--- src/rtl/dem_ms_shaper.sv ---
// dem_ms_shaper: iterative N-element dynamic-element-matching encoder (shaping, DWA, thermometer).
// Define DEM_ISI_EN to add the transition-shaping term to the shaping-mode selection key.
module dem_ms_shaper #(
  parameter int N     = 18,
  parameter int W     = 10,
  parameter int ORDER = 2,
  parameter int ISI_W = 4,
  localparam int VW   = $clog2(N + 1)
) (
  input  logic          clk,
  input  logic          rstn,
  input  logic          in_valid,
  output logic          in_ready,
  input  logic [VW-1:0] v,
  input  logic [1:0]    mode,
  output logic          out_valid,
  output logic [N-1:0]  sv,
  output logic [N-1:0]  st,
  output logic          sat
);
  localparam int PW = $clog2(N);
`ifdef DEM_ISI_EN
  localparam int KW = W + 2;
`else
  localparam int KW = W + 1;
`endif
  localparam int YW = W + 1;
  localparam int AW = W + 2;
  localparam logic signed [AW-1:0] SMAX = AW'((2 ** (W - 1)) - 1);
  localparam logic signed [AW-1:0] SMIN = AW'(-(2 ** (W - 1)));

  typedef enum logic [1:0] {IDLE, SEARCH, UPDATE} state_t;

  state_t              state, next_state;
  logic [VW-1:0]       v_lat, cnt;
  logic [1:0]          mode_lat;
  logic                sat_lat;
  logic [N-1:0]        mask;
  logic [PW-1:0]       ptr, ptr_nxt, pick;
  logic signed [W-1:0] s1 [N];
  logic signed [W-1:0] s2 [N];
  logic signed [W-1:0] s1_nxt [N];
  logic signed [W-1:0] s2_nxt [N];
  logic signed [KW-1:0] key [N];
  logic signed [KW-1:0] best;
  logic                found, clip, v_over;
  logic [N-1:0]        sv_new;

  assign v_over = (v > VW'(N));

  always_ff @(posedge clk or negedge rstn) begin
    if (!rstn) state <= IDLE;
    else       state <= next_state;
  end

  always_comb begin
    next_state = state;
    case (state)
      IDLE:    if (in_valid) next_state = (mode == 2'b00 && v != '0) ? SEARCH : UPDATE;
      SEARCH:  if (cnt + VW'(1) == v_lat) next_state = UPDATE;
      UPDATE:  next_state = IDLE;
      default: next_state = IDLE;
    endcase
  end

  always_comb begin
    in_ready = (state == IDLE);
  end

  // Selection key; the transition term biases elements toward keeping their previous state.
  always_comb begin
    for (int i = 0; i < N; i++) begin
      key[i] = KW'(s1[i]);
      if (ORDER == 2) key[i] = key[i] + KW'(s2[i]);
`ifdef DEM_ISI_EN
      key[i] = sv[i] ? key[i] - KW'(ISI_W) : key[i] + KW'(ISI_W);
`endif
    end
  end

  // Smallest key among unmasked elements; strict compare keeps ties at the lowest index.
  always_comb begin
    found = 1'b0;
    best  = '0;
    pick  = '0;
    for (int i = 0; i < N; i++) begin
      if (!mask[i] && (!found || key[i] < best)) begin
        found = 1'b1;
        best  = key[i];
        pick  = PW'(i);
      end
    end
  end

  always_comb begin
    int off;
    int psum;
    sv_new = '0;
    off    = 0;
    psum   = int'(ptr) + int'(v_lat);
    ptr_nxt = (psum >= N) ? PW'(psum - N) : PW'(psum);
    for (int i = 0; i < N; i++) begin
      off = (i >= int'(ptr)) ? i - int'(ptr) : i + N - int'(ptr);
      case (mode_lat)
        2'b00:   sv_new[i] = mask[i];
        2'b01:   sv_new[i] = (off < int'(v_lat));
        default: sv_new[i] = (i < int'(v_lat));
      endcase
    end
  end

  always_comb begin
    logic signed [YW-1:0] y;
    logic signed [AW-1:0] t1;
    logic signed [AW-1:0] t2;
    clip = 1'b0;
    y    = '0;
    t1   = '0;
    t2   = '0;
    for (int i = 0; i < N; i++) begin
      y  = sv_new[i] ? YW'(N) - YW'(v_lat) : -YW'(v_lat);
      t1 = AW'(s1[i]) + AW'(y);
      if (t1 > SMAX) begin
        s1_nxt[i] = W'(SMAX);
        clip = 1'b1;
      end else if (t1 < SMIN) begin
        s1_nxt[i] = W'(SMIN);
        clip = 1'b1;
      end else begin
        s1_nxt[i] = W'(t1);
      end
      t2 = AW'(s2[i]) + AW'(s1_nxt[i]);
      if (ORDER != 2) begin
        s2_nxt[i] = s2[i];
      end else if (t2 > SMAX) begin
        s2_nxt[i] = W'(SMAX);
        clip = 1'b1;
      end else if (t2 < SMIN) begin
        s2_nxt[i] = W'(SMIN);
        clip = 1'b1;
      end else begin
        s2_nxt[i] = W'(t2);
      end
    end
  end

  // sv doubles as the previous-selection register for st and the transition key term.
  always_ff @(posedge clk or negedge rstn) begin
    if (!rstn) begin
      v_lat     <= '0;
      mode_lat  <= '0;
      sat_lat   <= 1'b0;
      mask      <= '0;
      cnt       <= '0;
      ptr       <= '0;
      sv        <= '0;
      st        <= '0;
      out_valid <= 1'b0;
      sat       <= 1'b0;
      for (int i = 0; i < N; i++) begin
        s1[i] <= '0;
        s2[i] <= '0;
      end
    end else begin
      out_valid <= 1'b0;
      sat       <= 1'b0;
      case (state)
        IDLE: begin
          if (in_valid) begin
            v_lat    <= v_over ? VW'(N) : v;
            mode_lat <= mode;
            sat_lat  <= v_over;
            mask     <= '0;
            cnt      <= '0;
          end
        end
        SEARCH: begin
          mask <= mask | (N'(1) << pick);
          cnt  <= cnt + VW'(1);
        end
        UPDATE: begin
          sv        <= sv_new;
          st        <= sv_new ^ sv;
          out_valid <= 1'b1;
          sat       <= sat_lat | ((mode_lat == 2'b00) & clip);
          if (mode_lat == 2'b00) begin
            for (int i = 0; i < N; i++) begin
              s1[i] <= s1_nxt[i];
              s2[i] <= s2_nxt[i];
            end
          end
          if (mode_lat == 2'b01) ptr <= ptr_nxt;
        end
        default: ;
      endcase
    end
  end
endmodule
--- config.mk ---
export PLATFORM = sky130hd
export DESIGN_NAME = dem_ms_shaper
export DESIGN_NICKNAME = d
export VERILOG_FILES = /design/src/rtl/dem_ms_shaper.sv
export SDC_FILE = /design/constraint.sdc
export NUM_CORES = 2
export LEC_CHECK = 0
export CAP_MARGIN = 30
export CELL_PAD_IN_SITES_DETAIL_PLACEMENT = 0
export CELL_PAD_IN_SITES_GLOBAL_PLACEMENT = 2
export CORE_ASPECT_RATIO = 2
export CORE_UTILIZATION = 41
export CTS_BUF_LIST = sky130_fd_sc_hd__clkbuf_8
export DETAILED_ROUTE_END_ITERATION = 10
export MAX_ROUTING_LAYER = met4
export PLACE_DENSITY = 0.86
export SYNTH_ARGS = -nofsm -noshare
export SYNTH_HDL_FRONTEND = slang
export SYNTH_SLANG_ARGS = --single-unit
--- constraint.sdc ---
create_clock -name clk -period 58.3 [get_ports clk]
set_input_delay 5.83 -clock clk [delete_from_list [all_inputs] [get_ports clk]]
set_output_delay 5.83 -clock clk [all_outputs]
set_load 0.01 [all_outputs]
* After elaboration in Yosys (flattened, before gate mapping)
Index checks and enable logic that the tools add are counted.
** Word-level totals
- Flip-flop bits (word level) :: 436
** Operators by class
- Reduce and logical (&&, ||, !) cells :: 78
- Bitwise operators :: 4
- Muxes and demuxes :: 261
- Magnitude comparators :: 145
- Equal/unequal tests :: 6
- Shifts and indexed selects :: 1
- Add/sub/neg operators :: 95
** Operators by type and width (number)
- $mux 10 :: 72
- $lt 32x6->1 :: 18
- $mux 32 :: 18
- $add 10x10->11 :: 36
- $mux 11 :: 35
- $add 10x11->12 :: 18
- $gt 12x10->1 const B :: 18
- $lt 12x10->1 const B :: 18
- $gt 11x10->1 const B :: 18
- $lt 11x10->1 const B :: 18
- $lt 11x11->1 :: 17
- $sub 5x5->6 const A :: 17
- $mux 5 :: 19
- $mux 1 :: 92
- $sub 4x5->6 const A :: 8
- $ge 4x5->1 const A :: 8
- $lt 4x5->1 const A :: 8
- $pmux 1 s2 :: 18
- $pmux 18 s2 :: 1
- $logic_not 1->1 :: 33
- $sub 6x5->7 const A :: 4
- $sub 3x5->6 const A :: 4
- $ge 3x5->1 const A :: 4
- $lt 3x5->1 const A :: 4
- other kinds (33) :: 84

* Logic depth before layout (Yosys ltp)
- Word-level depth :: 84
- Depth in mapped cells :: 226
- Mapped depth without buffers :: 213

* Least setup slack after synthesis
No wires, ideal clock.
- Kind :: flip-flop to flip-flop
- Start point :: register s1[160] (netlist name)
- End point :: register mask[13]
- Arrival :: 39.714 ns
- Cell stages (with the launch flop) :: 217
- Setup slack :: 18.437 ns
- Period minus slack after synthesis :: 39.863 ns
- Buffers on the path :: 18
- Setup time :: 0.149 ns
- Cell sequence :: dfrtp_1 > ha_1 > fa_1 > a21o_1 > a21oi_1 > o21ai_0 > a2111oi_0 > nor2_1 > a221oi_1 > ha_1 > nor4b_1 > a221o_1 > and2_1 > buf_2 > clkbuf_1 > o31a_1 > ha_1 > nand3_1 > [181 not listed] > nand2_1 > o22ai_1 > ha_1 > a21oi_1 > nor2b_1 > o21ai_0 > nand2b_1 > a21oi_1 > nor2b_1 > o21ai_0 > and3_1 > o31ai_1 > o311ai_0 > nor2_1 > nor2_1 > a221o_1 > buf_4 > o31ai_1
** On the way
- Longest elaborated chain between the ends :: 72
- Elaborated cells on any way between the ends :: 120
- Those cells by class :: add/sub (1); order compare (17); shift (1); mux (50); bitwise (1); reduce/logical (50)
** RTL lines
- start: declaration :: RTL line 40 : logic signed [W-1:0] s1 [N];
- start signal: indexed assignment :: RTL line 188 : s1[i] <= s1_nxt[i];
- $add 10x10->11 (*) :: RTL line 74 : if (ORDER == 2) key[i] = key[i] + KW'(s2[i]);
- $lt 11x11->1 :: RTL line 87 : if (!mask[i] && (!found || key[i] < best)) begin
- $logic_or 1x1->1 :: RTL line 87
- $logic_and 1x1->1 :: RTL line 87
- $mux 11 or $mux 1 (tied branches) :: RTL line 87
- $lt 11x11->1 or $logic_not 1->1 (tied branches) :: RTL line 87
- $logic_or 1x1->1 :: RTL line 87
- $logic_and 1x1->1 :: RTL line 87
- [56 not listed]
- $mux 11 or $mux 1 (tied branches) :: RTL line 87
- $lt 11x11->1 or $logic_not 1->1 (tied branches) :: RTL line 87
- $logic_or 1x1->1 :: RTL line 87
- $logic_and 1x1->1 :: RTL line 87
- $mux 5 (*) :: RTL line 87
- $shl 1x5->18 (*) :: RTL line 178 : mask <= mask | (N'(1) << pick);
- $or 18x18->18 (*) :: RTL line 178
- $pmux 18 s2 (*) :: RTL line 167 : case (state)
- end signal: assignment :: RTL line 178
- end: declaration :: RTL line 38 : logic [N-1:0] mask;
Every way passes the cells marked *; elsewhere a longest branch is shown, timed or not.
A chain may end at the register's enable or synchronous reset.

* Worst setup path in the final report
- Start point :: register s1[170] (netlist name)
- End point :: register mask[12]
** On the way
- Longest elaborated chain between the ends :: 73
- Elaborated cells on any way between the ends :: 121
- Those cells by class :: add/sub (1); order compare (17); shift (1); mux (51); bitwise (1); reduce/logical (50)
** RTL lines (RTL line)
- $add 10x10->11 (*) :: 74
- $mux 11 (*) :: 87
- $lt 11x11->1 :: 87
- $logic_or 1x1->1 :: 87
- $logic_and 1x1->1 :: 87
- $mux 11 or $mux 1 (tied branches) :: 87
- $lt 11x11->1 or $logic_not 1->1 (tied branches) :: 87
- $logic_or 1x1->1 :: 87
- [57 not listed]
- $mux 11 or $mux 1 (tied branches) :: 87
- $lt 11x11->1 or $logic_not 1->1 (tied branches) :: 87
- $logic_or 1x1->1 :: 87
- $logic_and 1x1->1 :: 87
- $mux 5 (*) :: 87
- $shl 1x5->18 (*) :: 178
- $or 18x18->18 (*) :: 178
- $pmux 18 s2 (*) :: 167
Marks and branches as above.

==> flow_summary.ini <==
[outcome]
status = finished clean

[sta]
tns_ns = 0
drv_slew = 0
worst_pin_slew_ns = 1.14
fin_skew_ns = 0.0472
finalCriticalPeriod_ns = 48.29
timing.final.crit_share_pct = 82.8
slew-limit-headroom_pct = 23.8
finalSetupViolCount = 0
rsz0062_at_grt = no
hold_violations = 0
fmax_mhz = 20.7

[critical_path]
start_kind = flop
worst-setup-path-type = reg -> reg
rr_startpoint = s1[170]
cp-end-kind = flop
path_buf_inv = 7
cp_top_family = compound AO/OA/AOI/OAI gates
slowest_stage = a2111oi_0
critPathRequiredTime_ns = 58.94
critPathMostFrequentCell = a21o_1
cp_slowest_stage_delay_ns = 0.72
reg2reg_to = mask[12]
rr_worst_depth = 209
crit_arrival_ns = 48.93
cp_max_fo = 17
r2r_slack_ns = 10.01

[clock_tree]
cts-htree-levels = 3
cts_sinks = 436
cts_buffer_depth = 3
hold_buffers = 0
path_clk_slew_ns = 0.07
post_cts_resize_count = 0
tritoncts = built
insertion_delay_ns = 0.82
numCtsBuffers = 82
post-cts-setup-buffer-count = 0
clockRootBuffer = clkbuf_8

[final_layout]
n_fill_cell = 12700
regArea_sq_um = 10900
synthToLayoutAreaGrowth_pct = 9.09
drive_gt1_share_pct = 5.58
multiInputGateArea_sq_um = 38600
fin_nets = 7396
fin_area_sq_um = 56400

[logic_synthesis]
yosys_register_bits = 436
synth_top_family_by_area = compound AO/OA/AOI/OAI gates
syn_inst = 6457
syn-cell-area_sq_um = 51700
synth-seq-area-share_pct = 21.1
syn_avg_cell_area_sq_um = 8.01
syn_nets = 7354
synth_xor_xnor_area_share_pct = 9.30
muxShareOfSynthArea_pct = 3.45
ys_warn_count = 0
synthSimpleGateAreaFrac_pct = 15.6
async_flop_share_pct = 100
synth_edf_count = 0
synthFlopType = dfrtp_1
ys_types = 82
synth_compound_area_share_pct = 23.8
synthAdderAreaFrac_pct = 22.3

[floorplanning]
core_sq_um = 125000
rows = 183
dieArea_sq_um = 128000
pin_count = 49
die_h_microns = 504
dieWidth_microns = 253
start_util_pct = 41.4

[hold_path]
hp-start = st[8]
whs_endpoint = st[8]
holdPathStages = 2
min_path_type = reg -> reg

[place]
port_buffers = 48
dp_hpwl_microns = 144000
placed_cell_area_sq_um = 54400
place_congestion = 0.995

[routing]
drt_iter0_drc = 2572
num_vias = 46700
ant_nets = 0
firstDrtPassIters = 8
wirelength_microns = 185000
drc = 0
post_drt_via_cell_ratio = 5.67
post_drt_wl_per_cell_microns = 22.5

[global_route]
grt_pass1_wl_microns = 280000
grt_pass1_vias = 47400
antenna_found_initial = 10
grt_usage_pct = 29.9
grt_max_degree = 136
grt_overflow = 0

[run]
drv_cap = 0
==> registers in the layout, summed over array words and instances, names as in the netlist <==
| name | cells |
|---|---|
| s1 | 180 |
| s2 | 180 |
| mask | 18 |
| st | 18 |
| sv | 18 |
| cnt | 5 |
| ptr | 5 |
| v_lat | 5 |
| mode_lat | 2 |
| state | 2 |
| out_valid | 1 |
| sat | 1 |
| sat_lat | 1 |
==> final cells by class <==
| class | count | share of cell area [%] |
|---|---|---|
| multi-input combinational | 5409 | 68.5 |
| sequential | 436 | 19.4 |
| tap | 1665 | 3.69 |
| inverter | 412 | 2.74 |
| clock buffer | 104 | 2.54 |
| timing repair buffer | 158 | 2.45 |
| clock inverter | 40 | 0.730 |
| antenna | 6 | 0.0266 |
==> cells in the mapped netlist, types with 10 or more instances <==
cell type / n / area [sq um]
nand2_1: 999 / 3750
ha_1: 832 / 10400
a21oi_1: 497 / 2490
o21ai_0: 474 / 2370
dfrtp_1: 436 / 10900
inv_1: 403 / 1510
nor2_1: 398 / 1490
xnor2_1: 393 / 3440
a21o_1: 248 / 1860
o21bai_1: 214 / 1610
clkbuf_1: 166 / 623
xor2_1: 156 / 1370
nor2b_1: 122 / 763
mux2i_1: 97 / 971
a31oi_1: 85 / 532
o21a_1: 84 / 631
o31ai_1: 79 / 593
nand2b_1: 77 / 482
mux2_2: 72 / 811
fa_1: 55 / 1100
nand3_1: 47 / 235
nor3_1: 47 / 235
a211oi_1: 44 / 330
nand4_1: 42 / 263
o211ai_1: 30 / 225
buf_1: 27 / 101
and2_1: 20 / 125
and3_1: 20 / 125
o221ai_1: 20 / 175
or2_2: 17 / 106
a21boi_0: 16 / 120
a221oi_1: 16 / 140
a2111oi_0: 15 / 131
or3_1: 15 / 93.8
nor4_1: 14 / 87.6
o22ai_1: 14 / 87.6
a211o_1: 10 / 87.6
o21ai_1: 10 / 50.1
==> routing by layer <==
layer,vias to the layer above,part of all wire [%],GRT usage (%)
li1,22900,-,-
met2,1018,53,55.3
met1,22200,36,28.4
met5,-,0,-
met4,0,7.5,20.1
met3,546,3.5,3.62
==> stage by stage <==
| step | worst slack (ns) | utilization [%] | cells | hold slack (ns) |
|---|---|---|---|---|
| global placement | 11.34 | 43.6 | 8070 | 0.460 |
| CTS | 10.63 | 45.1 | 8218 | 0.482 |
| finish | 10.01 | 45.2 | 8230 | 0.473 |
| detailed placement | 10.79 | 43.6 | 8074 | 0.469 |
| floorplan | 18.44 | - | 6457 | 0.449 |
| global route | 6.21 | 45.2 | 8227 | 0.501 |
==> kinds of logic after synthesis <==
family / after synthesis
compound gates: 1947
xor+xnor: 549
fa+ha+maj: 887
buf+inv: 612
flops: 436
mux: 169
simple gates: 1857
==> tightest hold or removal path: cells and delay by family, from the launching register on <==
family          cells  cell delay (ns)
simple gates        1             0.04
flops               1             0.34
compound gates      1             0.06
==> cells in the final DEF, fill, tap and decap left out, drive strengths merged, types with 48 or more instances in the layout <==
master  count
ha        832
nor3       48
o21a       84
buf       109
a21oi     498
nor2b     122
a31oi      85
nand2b     77
a21o      248
fa         55
clkbuf    105
xor2      156
xnor2     393
dfrtp     436
o21ai     484
o31ai      79
mux2       72
mux2i      97
nand2     999
nor2      398
o21bai    214
inv       421
==> worst max path at each step <==
| stage | startpoint | to | cells past startpoint | slack, ns |
|---|---|---|---|---|
| after floorplan | s1[160] | mask[13] | 216 | 18.44 |
| after global placement | s1[170] | mask[8] | 210 | 11.34 |
| after detailed placement | s1[170] | mask[12] | 210 | 10.79 |
| after CTS | s1[170] | mask[10] | 210 | 10.63 |
| after global routing | s1[160] | mask[11] | 210 | 6.21 |
| final | s1[170] | mask[12] | 209 | 10.01 |
Power is not shown: default switching activity piles up to over one toggle a cycle in this logic, so the estimate is an artifact.
